## src/rtl/lcd_snoop_if.sv

```systemverilog
// lcd_snoop_if -- LCD module bus as seen by the snoop.
//
// Purpose: bundles the mainboard-to-LCD bus so the snoop and its driver share
// one port.
//
// Signals:
//   data_pin    [7:0]             data bus
//   cs_pin      [LCD_MODULES-1:0] per-chip selects, active high
//   cs1_pin                       global chip enable, active high
//   di_pin                        1 = data, 0 = instruction
//   enable_pin                    bus strobe
//
// Transfer semantics: there is no valid/ready pair. The bus is fire-and-forget:
// the driver holds data_pin/di_pin/cs_pin/cs1_pin stable for at least 3 clk
// cycles, then raises enable_pin. The rising edge of enable_pin is the transfer
// and the listener has no way to stall it. A transfer is taken only while
// cs1_pin is high.
//
// Modports: master = bus driver (mainboard CPU or testbench), slave = snoop.

interface lcd_snoop_if #(
  parameter int LCD_MODULES = 10
);
  logic [7:0]             data_pin;
  logic [LCD_MODULES-1:0] cs_pin;
  logic                   cs1_pin;
  logic                   di_pin;
  logic                   enable_pin;

  modport master (output data_pin, cs_pin, cs1_pin, di_pin, enable_pin);
  modport slave  (input  data_pin, cs_pin, cs1_pin, di_pin, enable_pin);
endinterface

```

## src/rtl/lcd_snoop.sv

```systemverilog
// lcd_snoop -- passive listener on the multi-chip LCD module bus.
//
// Purpose: decodes instruction and data writes the same way the LCD chips do.
// It tracks page, column and mode for every chip, and emits one framebuffer
// write per captured pixel byte in 240 x 8-row screen coordinates.
//
// Ports:
//   clk        in   system clock
//   reset_n    in   asynchronous active-low reset
//   bus        in   lcd_snoop_if.slave (data/cs/cs1/di/enable pins)
//   fb_x       out  screen column 0..MAX_X-1 (0 when fb_we is low)
//   fb_y       out  screen row of 8 pixels 0..7 (0 when fb_we is low)
//   fb_data    out  pixel byte (0 when fb_we is low)
//   fb_we      out  one-cycle framebuffer write strobe
//   disp_on    out  per-chip display-on flags
//   overrun    out  sticky; set when a strobe arrives while a transfer is in progress
//   dbg_state  out  current FSM state (state_t encoding)
//
// Configuration macro: LCD_SNOOP_SCROLL_EN
//   defined   -> per-chip start-line register; instruction 0x3E loads it;
//                fb_y row = (page - start) mod 4
//   undefined -> no start register; 0x3E is ignored; fb_y row = page

module lcd_snoop #(
  parameter int LCD_MODULES  = 10,
  parameter int X_PER_MODULE = 50,
  parameter int MAX_X        = 240
) (
  input  logic                   clk,
  input  logic                   reset_n,
  lcd_snoop_if.slave             bus,
  output logic [7:0]             fb_x,
  output logic [2:0]             fb_y,
  output logic [7:0]             fb_data,
  output logic                   fb_we,
  output logic [LCD_MODULES-1:0] disp_on,
  output logic                   overrun,
  output logic [1:0]             dbg_state
);

  localparam int         HALF    = LCD_MODULES / 2;
  localparam int         IDX_W   = $clog2(LCD_MODULES);
  localparam logic [5:0] COL_MAX = 6'(X_PER_MODULE - 1);

  typedef enum logic [1:0] {
    S_IDLE   = 2'd0,
    S_DECODE = 2'd1,
    S_DRAIN  = 2'd2
  } state_t;

  state_t r_state;
  state_t w_next;

  // Two-flop synchronizers for every bus input.
  // A third enable flop provides the edge detector.
  logic [7:0]             r_data_s1, r_data_s2;
  logic [LCD_MODULES-1:0] r_cs_s1, r_cs_s2;
  logic                   r_cs1_s1, r_cs1_s2;
  logic                   r_di_s1, r_di_s2;
  logic                   r_en_s1, r_en_s2, r_en_s3;

  // Values latched at the strobe.
  logic [7:0]             r_lat_data;
  logic                   r_lat_di;
  logic [LCD_MODULES-1:0] r_lat_cs;

  // Chips that still owe a framebuffer write for the latched byte.
  logic [LCD_MODULES-1:0] r_pending;
  logic [LCD_MODULES-1:0] w_pending_after;

  // Per-chip state.
  logic [1:0]             r_page [LCD_MODULES];
  logic [5:0]             r_col  [LCD_MODULES];
  logic                   r_up   [LCD_MODULES];
`ifdef LCD_SNOOP_SCROLL_EN
  logic [1:0]             r_start [LCD_MODULES];
`endif
  logic [LCD_MODULES-1:0] r_disp_on;
  logic                   r_overrun;

  logic                   w_strobe;
  logic [IDX_W-1:0]       w_sel_idx;
  logic [LCD_MODULES-1:0] w_sel_onehot;
  logic                   w_upper;
  logic [IDX_W-1:0]       w_mod;
  logic [5:0]             w_col;
  logic [5:0]             w_col_next;
  logic [1:0]             w_row;
  logic [8:0]             w_x_full;
  logic                   w_in_range;

  // ---------------------------------------------------------------------------
  // Input synchronizers
  // ---------------------------------------------------------------------------
  always_ff @(posedge clk or negedge reset_n) begin
    if (!reset_n) begin
      r_data_s1 <= '0;
      r_data_s2 <= '0;
      r_cs_s1   <= '0;
      r_cs_s2   <= '0;
      r_cs1_s1  <= 1'b0;
      r_cs1_s2  <= 1'b0;
      r_di_s1   <= 1'b0;
      r_di_s2   <= 1'b0;
      r_en_s1   <= 1'b0;
      r_en_s2   <= 1'b0;
      r_en_s3   <= 1'b0;
    end else begin
      r_data_s1 <= bus.data_pin;
      r_data_s2 <= r_data_s1;
      r_cs_s1   <= bus.cs_pin;
      r_cs_s2   <= r_cs_s1;
      r_cs1_s1  <= bus.cs1_pin;
      r_cs1_s2  <= r_cs1_s1;
      r_di_s1   <= bus.di_pin;
      r_di_s2   <= r_di_s1;
      r_en_s1   <= bus.enable_pin;
      r_en_s2   <= r_en_s1;
      r_en_s3   <= r_en_s2;
    end
  end

  // A strobe with cs1 low does not exist for this chip set.
  // It is neither taken nor counted as an overrun.
  assign w_strobe = r_en_s2 & ~r_en_s3 & r_cs1_s2;

  // ---------------------------------------------------------------------------
  // FSM: state register + next-state logic
  // ---------------------------------------------------------------------------
  always_ff @(posedge clk or negedge reset_n) begin
    if (!reset_n) r_state <= S_IDLE;
    else          r_state <= w_next;
  end

  always_comb begin
    w_next = r_state;
    case (r_state)
      S_IDLE:   if (w_strobe) w_next = S_DECODE;
      // A data byte to no selected chip has nothing to drain.
      S_DECODE: w_next = (r_lat_di && (r_lat_cs != '0)) ? S_DRAIN : S_IDLE;
      S_DRAIN:  if (w_pending_after == '0) w_next = S_IDLE;
      default:  w_next = S_IDLE;
    endcase
  end

  assign dbg_state = r_state;

  // ---------------------------------------------------------------------------
  // Strobe capture, pending mask, overrun
  // ---------------------------------------------------------------------------
  always_ff @(posedge clk or negedge reset_n) begin
    if (!reset_n) begin
      r_lat_data <= '0;
      r_lat_di   <= 1'b0;
      r_lat_cs   <= '0;
      r_pending  <= '0;
      r_overrun  <= 1'b0;
    end else begin
      if (r_state == S_IDLE && w_strobe) begin
        r_lat_data <= r_data_s2;
        r_lat_di   <= r_di_s2;
        r_lat_cs   <= r_cs_s2;
      end
      // A strobe outside IDLE is dropped; the drain in progress still completes.
      if (r_state != S_IDLE && w_strobe) r_overrun <= 1'b1;
      if (r_state == S_DECODE && r_lat_di) r_pending <= r_lat_cs;
      else if (r_state == S_DRAIN)         r_pending <= w_pending_after;
    end
  end

  // ---------------------------------------------------------------------------
  // Drain selection: lowest-index pending chip
  // ---------------------------------------------------------------------------
  always_comb begin
    w_sel_idx = '0;
    for (int i = LCD_MODULES - 1; i >= 0; i--) begin
      if (r_pending[i]) w_sel_idx = IDX_W'(i);
    end
  end

  assign w_sel_onehot    = LCD_MODULES'(1) << w_sel_idx;
  assign w_pending_after = r_pending & ~w_sel_onehot;

  // Chips HALF.. drive the lower half of the panel and reuse the upper half's x.
  assign w_upper = (w_sel_idx >= IDX_W'(HALF));
  assign w_mod   = w_upper ? (w_sel_idx - IDX_W'(HALF)) : w_sel_idx;
  assign w_col   = r_col[w_sel_idx];

  // Computed at 9 bits so columns past the 240-wide screen are detected.
  // The rightmost chip pair covers x = 200..249.
  assign w_x_full   = (9'(w_mod) * 9'(X_PER_MODULE)) + 9'(w_col);
  assign w_in_range = (w_x_full < 9'(MAX_X));

`ifdef LCD_SNOOP_SCROLL_EN
  // 2-bit subtraction wraps mod 4, matching the chip's start-line scroll.
  assign w_row = r_page[w_sel_idx] - r_start[w_sel_idx];
`else
  assign w_row = r_page[w_sel_idx];
`endif

  // Column auto-advance: wraps at the chip edge in either direction.
  always_comb begin
    w_col_next = w_col;
    if (r_up[w_sel_idx]) w_col_next = (w_col == COL_MAX) ? 6'd0 : (w_col + 6'd1);
    else                 w_col_next = (w_col == 6'd0) ? COL_MAX : (w_col - 6'd1);
  end

  // Outputs are decoded straight from registered state, so the first write
  // appears in the first DRAIN cycle. An asynchronous reset clears them at once.
  always_comb begin
    fb_we   = 1'b0;
    fb_x    = '0;
    fb_y    = '0;
    fb_data = '0;
    if (r_state == S_DRAIN && w_in_range) begin
      fb_we   = 1'b1;
      fb_x    = w_x_full[7:0];
      fb_y    = {w_upper, w_row};
      fb_data = r_lat_data;
    end
  end

  // ---------------------------------------------------------------------------
  // Per-chip state: instructions in DECODE, column advance in DRAIN
  // ---------------------------------------------------------------------------
  always_ff @(posedge clk or negedge reset_n) begin
    if (!reset_n) begin
      for (int i = 0; i < LCD_MODULES; i++) begin
        r_page[i]  <= 2'd0;
        r_col[i]   <= 6'd0;
        r_up[i]    <= 1'b1;
`ifdef LCD_SNOOP_SCROLL_EN
        r_start[i] <= 2'd0;
`endif
      end
      r_disp_on <= '0;
    end else if (r_state == S_DECODE && !r_lat_di) begin
      for (int i = 0; i < LCD_MODULES; i++) begin
        if (r_lat_cs[i]) begin
          if (r_lat_data[5:0] < 6'(X_PER_MODULE)) begin
            r_page[i] <= r_lat_data[7:6];
            r_col[i]  <= r_lat_data[5:0];
          end else begin
            case (r_lat_data[5:0])
              6'h39:   r_disp_on[i] <= 1'b1;
              6'h38:   r_disp_on[i] <= 1'b0;
              6'h3B:   r_up[i]      <= 1'b1;
              6'h3A:   r_up[i]      <= 1'b0;
`ifdef LCD_SNOOP_SCROLL_EN
              6'h3E:   r_start[i]   <= r_lat_data[7:6];
`endif
              default: ;
            endcase
          end
        end
      end
    end else if (r_state == S_DRAIN) begin
      // The column advances even when the write itself is dropped off-screen.
      r_col[w_sel_idx] <= w_col_next;
    end
  end

  assign disp_on = r_disp_on;
  assign overrun = r_overrun;

endmodule
```

## src/flat_wrapper.sv

```systemverilog
// flat-port wrapper written by rule: the top's interface ports become plain ports
module lcd_snoop_flat 
#(
  parameter int LCD_MODULES  = 10,
  parameter int X_PER_MODULE = 50,
  parameter int MAX_X        = 240
)
  (clk, reset_n, fb_x, fb_y, fb_data, fb_we, disp_on, overrun, dbg_state, bus_data_pin, bus_cs_pin, bus_cs1_pin, bus_di_pin, bus_enable_pin);
  lcd_snoop_if #(.LCD_MODULES(LCD_MODULES)) bus_i ();
  input  logic clk;
  input  logic reset_n;
  output logic [7:0] fb_x;
  output logic [2:0] fb_y;
  output logic [7:0] fb_data;
  output logic fb_we;
  output logic [LCD_MODULES-1:0] disp_on;
  output logic overrun;
  output logic [1:0] dbg_state;
  input wire logic [$bits(bus_i.data_pin)-1:0] bus_data_pin;
  input wire logic [$bits(bus_i.cs_pin)-1:0] bus_cs_pin;
  input wire logic [$bits(bus_i.cs1_pin)-1:0] bus_cs1_pin;
  input wire logic [$bits(bus_i.di_pin)-1:0] bus_di_pin;
  input wire logic [$bits(bus_i.enable_pin)-1:0] bus_enable_pin;
  assign bus_i.data_pin = bus_data_pin;
  assign bus_i.cs_pin = bus_cs_pin;
  assign bus_i.cs1_pin = bus_cs1_pin;
  assign bus_i.di_pin = bus_di_pin;
  assign bus_i.enable_pin = bus_enable_pin;
  lcd_snoop #(.LCD_MODULES(LCD_MODULES), .X_PER_MODULE(X_PER_MODULE), .MAX_X(MAX_X)) u_core (.clk(clk), .reset_n(reset_n), .bus(bus_i), .fb_x(fb_x), .fb_y(fb_y), .fb_data(fb_data), .fb_we(fb_we), .disp_on(disp_on), .overrun(overrun), .dbg_state(dbg_state));
endmodule
```

## config.mk

```make
export PLATFORM = sky130hd
export DESIGN_NAME = lcd_snoop_flat
export DESIGN_NICKNAME = d
export VERILOG_FILES = /design/src/rtl/lcd_snoop_if.sv /design/src/rtl/lcd_snoop.sv /design/src/flat_wrapper.sv
export SDC_FILE = /design/constraint.sdc
export NUM_CORES = 1
export LEC_CHECK = 0
export CAP_MARGIN = 20
export CELL_PAD_IN_SITES_DETAIL_PLACEMENT = 0
export CELL_PAD_IN_SITES_GLOBAL_PLACEMENT = 1
export CORE_ASPECT_RATIO = 0.5
export CORE_MARGIN = 10
export CORE_UTILIZATION = 44
export DETAILED_ROUTE_END_ITERATION = 12
export GPL_ROUTABILITY_DRIVEN = 0
export PLACE_DENSITY_LB_ADDON = 0.1
export SLEW_MARGIN = 20
export SYNTH_ARGS = -nofsm -noshare
export SYNTH_HDL_FRONTEND = slang
export SYNTH_SLANG_ARGS = --single-unit
```

## constraint.sdc

```tcl
create_clock -name clk -period 9.3 [get_ports clk]
set_input_delay 0.93 -clock clk [delete_from_list [all_inputs] [get_ports clk]]
set_output_delay 0.93 -clock clk [all_outputs]
set_load 0.02 [all_outputs]
```

Word level (Yosys, flattened, before mapping)
Index checks and enable logic that the tools add are counted.
- add/sub/neg operators: 4
- multipliers: 1
- shift operators: 1
- equal/unequal tests: 20
- multiplexer cells: 51
- bitwise logic cells: 7
- magnitude comparators: 5
- reduce and logical (&&, ||, !) cells: 58
- operators by type and width (cell ; number):
    $mux W60 ; 2
    $mux W6 ; 17
    $reduce_and A4 Y1 ; 20
    $bwmux W60 ; 1
    $reduce_and A3 Y1 ; 20
    $mux W4 ; 11
    $eq A6 B6 Y1 const B ; 5
    $bmux W6 S4 ; 1
    $demux W6 S4 ; 1
    $ne A2 B1 Y1 const B ; 12
    $mux W10 ; 2
    $mux W8 ; 2
    $and A10 B10 Y10 ; 1
    $logic_not A10 Y1 ; 1
    $mux W2 ; 5
    $not A10 Y10 ; 1
    $reduce_bool A10 Y1 ; 1
    $reduce_bool A2 Y1 ; 5
    $shl A1 B4 Y10 const A ; 1
    $add A9 B6 Y9 ; 1
    $lt A9 B8 Y1 const B ; 1
    $bmux W2 S4 ; 1
    $mul A4 B5 Y8 const B ; 1
    $logic_and A1 B1 Y1 ; 7
    22 further kinds ; 27
- output and inout bits: 33
- flip-flop bits (word level): 175

Depth between registers and ports, before layout
- depth in word-level cells: 20
- gate-level depth with buffers: 25

Least setup slack after synthesis
Ideal clock, no wire load.
- path kind: reg-to-output
- start point: register u_core.r_pending[0]
- end point: output fb_y[1]
- arrival time: 5.254 ns
- path slack: 3.116 ns
- stages on the path, launching flop included: 21
- buffers on the path: 5
- cells stage by stage: dfrtp_1 -> clkbuf_1 -> a221o_1 -> a21oi_2 -> buf_1 -> clkbuf_1 -> ha_1 -> clkbuf_1 -> inv_1 -> nand2_1 -> a21oi_1 -> o21ai_0 -> ha_1 -> ha_1 -> ha_1 -> a21oi_1 -> o21ai_0 -> a31oi_1 -> o21ai_0 -> clkbuf_1 -> a311oi_1
- cells in the longest elaborated chain, start to end: 9
- RTL lines (item ; line ; text):
    start: declaration ; lcd_snoop.sv:68 ; logic [LCD_MODULES-1:0] r_pending;
    start signal: assignment ; lcd_snoop.sv:166 ; if (r_state == S_DECODE && r_lat_di) r_pending <= r_lat_cs;
    start signal: assignment ; lcd_snoop.sv:167 ; else if (r_state == S_DRAIN) r_pending <= w_pending_after;
    $mux W4 * ; lcd_snoop.sv:177 ; if (r_pending[i]) w_sel_idx = IDX_W'(i);
    branches (longest 7 deep; another with $add A9 B6 Y9) ; n/a ;
    $mux W3 * ; lcd_snoop.sv:215 ; if (r_state == S_DRAIN && w_in_range) begin
    end: declaration ; flat_wrapper.sv:13 ; output logic [2:0] fb_y;
Mark *: on every way between the ends. The select of a mux whose other input is x is not followed.

Final worst setup path
- start point: register u_core.r_pending[1]
- end point: output fb_data[0]
- cells in the longest elaborated chain, start to end: 10
- RTL lines (item ; line ; text):
    $mux W4 * (2 in series) ; lcd_snoop.sv:177 ;
    branches (longest 4 deep; another with $mul A4 B5 Y8) ; n/a ;
    $add A9 B6 Y9 * ; lcd_snoop.sv:191 ; assign w_x_full = (9'(w_mod) * 9'(X_PER_MODULE)) + 9'(w_col);
    $lt A9 B8 Y1 * ; lcd_snoop.sv:192 ; assign w_in_range = (w_x_full < 9'(MAX_X));
    $logic_and A1 B1 Y1 * ; lcd_snoop.sv:215 ;
    $mux W8 * ; lcd_snoop.sv:215 ;
    end: declaration ; flat_wrapper.sv:14 ; output logic [7:0] fb_data;
Marked as above.

==> impl_metrics.env <==
export IMPL_status="finished, final reports clean"
export IMPL_post_cts_setup_buffer_count=0
export IMPL_core_area_sq_um=19600
export IMPL_start_kind="register"
export IMPL_cp_required_ps=8370
export IMPL_cts_made_buffers=17
export IMPL_die_area_sq_um=26500
export IMPL_clock_latency_ps=440
export IMPL_drc=0
export IMPL_vias=7291
export IMPL_antenna_found_initial=0
export IMPL_hpwlAfterDp_um=18700
export IMPL_cp_max_fo=29
export IMPL_slew_headroom_pct=29.3
export IMPL_synth_seq_cells=175
export IMPL_routed_wl_um=27200
export IMPL_diodes=0
export IMPL_synth_async_sr_flop_share_pct=100
export IMPL_skew_ps=8.28
export IMPL_final_antenna_net_count=0
export IMPL_path_cells="inv_2 > a221o_1 > a21oi_2 > inv_2 > ha_1 > nand2_1 > a21oi_1 > o21ai_0 > ha_1 > ha_1 > ha_1 > a21oi_1 > o21ai_0 > a31oi_1 > o21ai_0 > buf_4 > inv_1 > and2_1 > clkdlybuf4s50_1"
export IMPL_arrival_ps=6930
export IMPL_synthCells=929
export IMPL_start_util_pct=45.2
export IMPL_hold_buffers=0
export IMPL_fin_area_sq_um=10200
export IMPL_setup_viol=0
export IMPL_worst_setup_path_end_kind="primary output"
export IMPL_hold_class="reg -> reg"
export IMPL_final_cells=1238
export IMPL_grt_total_usage_pct=20.9
export IMPL_area_growth_syn_to_layout_pct=15.3
export IMPL_rsz0062_at_grt="no"
export IMPL_regToRegStartpoint="u_core.r_pending[1]"
export IMPL_rows=36
export IMPL_cap_violations=0
export IMPL_grt_pass1_wl_um=42500
export IMPL_max_freq_ghz=0.127
export IMPL_hold_viol=0
export IMPL_cts_clk_slew_worst_paths_ps=70
export IMPL_nets=1006
export IMPL_cp_slowest_stage_delay_ps=660
export IMPL_cts_sinks=175
export IMPL_synth_edf_count=0
export IMPL_crit_top_cell="ha_1"
export IMPL_r2r_end="u_core.r_col[46]"
export IMPL_syn_nets=976
export IMPL_ys_warnings_count=0
export IMPL_io_pins=56
export IMPL_worstSetupPathType="reg -> out"
export IMPL_reg2reg_setup_slack_ps=4040
export IMPL_overflow=0
export IMPL_ys_flop_type="dfrtp_1"
export IMPL_h_tree_depth=4
export IMPL_wl_per_cell_um=22.0
export IMPL_clockBufferDepth=2
export IMPL_worstMarginPinSlew_ps=1060
export IMPL_synth_area_sq_um=8850
export IMPL_rr_worst_depth=13
export IMPL_hold_depth=0
export IMPL_finalCritPeriodShare_pct=84.5
export IMPL_firstDrtPassIters=5
export IMPL_min_period_ps=7860
export IMPL_ys_types=69
export IMPL_timing_final_max_slew_violations=0
export IMPL_die_h_um=120
export IMPL_place_area_sq_um=9610
export IMPL_grt_pass1_vias=7123
export IMPL_hold_end="u_core.r_data_s2[6]"
export IMPL_post_cts_resize_count=0
export IMPL_cts_tree="built"
export IMPL_grt_max_degree=116
export IMPL_hold_start="u_core.r_data_s1[6]"
export IMPL_drt_first_iter_violations=599
export IMPL_port_buffers=55
export IMPL_syn_avg_cell_area_sq_um=9.53
export IMPL_post_route_cells_drive_above_1_share_pct=12.7
export IMPL_synth_seq_area_share_pct=49.6
export IMPL_viasPerCell=5.89
export IMPL_die_w_um=221
export IMPL_cpMaxStageDelayCell="a21oi_2"
export IMPL_fillCellCount=1760
export IMPL_tns_ps=0
export IMPL_place_inst=1206
export IMPL_clockRootBuffer="clkbuf_16"
==> how the worst max path moves through the flow <==
| stage | startpoint | endpoint | slack [ps] | cells after the start |
|---|---|---|---|---|
| 4_1_cts | u_core.r_pending[1] | fb_data[0] | 1540 | 18 |
| 5_1_grt | u_core.r_pending[1] | fb_data[2] | 1060 | 19 |
| 6_report | u_core.r_pending[1] | fb_data[0] | 1440 | 19 |
| 2_1_floorplan | u_core.r_pending[0] | fb_y[1] | 3120 | 20 |
| 3_3_place_gp | u_core.r_pending[1] | fb_data[0] | 2200 | 18 |
| 3_5_place_dp | u_core.r_pending[1] | fb_data[0] | 2040 | 18 |
==> registers in the layout, summed over array words and instances (netlist names) <==
register           cells
u_core.r_data_s2       8
u_core.r_data_s1       8
u_core.r_di_s1         1
u_core.r_col          60
u_core.r_cs_s2        10
u_core.r_di_s2         1
u_core.r_pending      10
u_core.r_lat_cs       10
u_core.r_cs1_s1        1
u_core.r_lat_data      8
u_core.r_en_s2         1
u_core.disp_on        10
u_core.r_cs_s1        10
u_core.r_lat_di        1
u_core.r_up           10
u_core.r_page         20
u_core.overrun         1
u_core.r_en_s3         1
u_core.dbg_state       2
u_core.r_cs1_s2        1
u_core.r_en_s1         1
==> cells in the mapped netlist (all sizes together) (5+ instances only) <==
library cell,number,share of area (%)
a211oi,11,1.0
a21oi,48,2.8
a221o,5,0.57
a31oi,8,0.57
a41o,9,1.0
and2,10,0.71
and3,9,0.64
buf,17,0.95
clkbuf,37,1.6
dfrtp,165,47
dfstp,10,3.0
ha,23,3.3
inv,30,1.3
mux2,45,5.7
mux2i,10,1.1
nand2,161,6.8
nand3,54,3.1
nand3b,5,0.42
nor2,57,2.4
nor2b,6,0.42
nor3,13,0.79
nor4,7,0.97
o21a,8,0.68
o21ai,94,5.3
o22ai,7,0.49
o311ai,9,0.89
o31ai,5,0.48
or4,5,0.47
xnor2,9,0.89
==> placed cells by master, fill, tap and decap left out, types with 12 or more instances in the layout <==
master and count:
a21oi_1 47, clkbuf_16 17, clkdlybuf4s50_1 54, dfrtp_1 165, ha_1 23, inv_1 25, mux2_2 45, nand2_1 161
nand3_1 54, nor2_1 56, nor3_1 12, o21ai_0 74, o21ai_1 20
==> metal layers <==
layer  track usage (%)  vias up  routed length, um
met5                 0        -                  0
li1                  -     3372                  -
met2              30.3      245              11600
met3              6.20       31               2170
met4              5.75        0                404
met1              29.7     3643              13000
==> area by class of cell <==
type	count	area [sq um]	area share, %
Clock buffer	20	467	4.57
Clock inverter	12	135	1.32
Inverter	30	113	1.10
Multi-Input combinational cell	670	4140	40.6
Sequential cell	175	4390	43.0
Tap cell	266	333	3.26
Timing Repair Buffer	65	629	6.16
==> metrics by stage <==
stage	utilization [%]	setup slack, ps	hold WS (ps)
2_1_floorplan	-	3120	331
3_3_place_gp	49.0	2200	332
3_5_place_dp	49.0	2040	335
4_1_cts	52.1	1540	349
5_1_grt	52.1	1060	348
6_report	52.1	1440	346
==> logic make-up (layout without fill, tap and decap cells) <==
family	Yosys count	after routing	synth area share [%]
multiplexers	55	55	6.85
XOR/XNOR	9	9	0.890
adder cells (fa/ha/maj)	24	24	3.48
buffers and inverters	84	127	3.79
AND/OR/NAND/NOR	341	341	17.8
AO/OA/AOI/OAI	241	241	17.6
flip-flops	175	175	49.6
==> worst max-delay path, delay by kind of cell, from the launching register on <==
kind	cells	cell delay, ps
AOI/OAI and AO/OA	8	2430
adders and majority gates	4	1430
buffers and inverters	5	1670
DFF	1	570
and+or+nand+nor	2	350
Power is left out: the tool's default activity adds up to more than one toggle a clock period on the data nets, which glitch-free logic cannot reach.
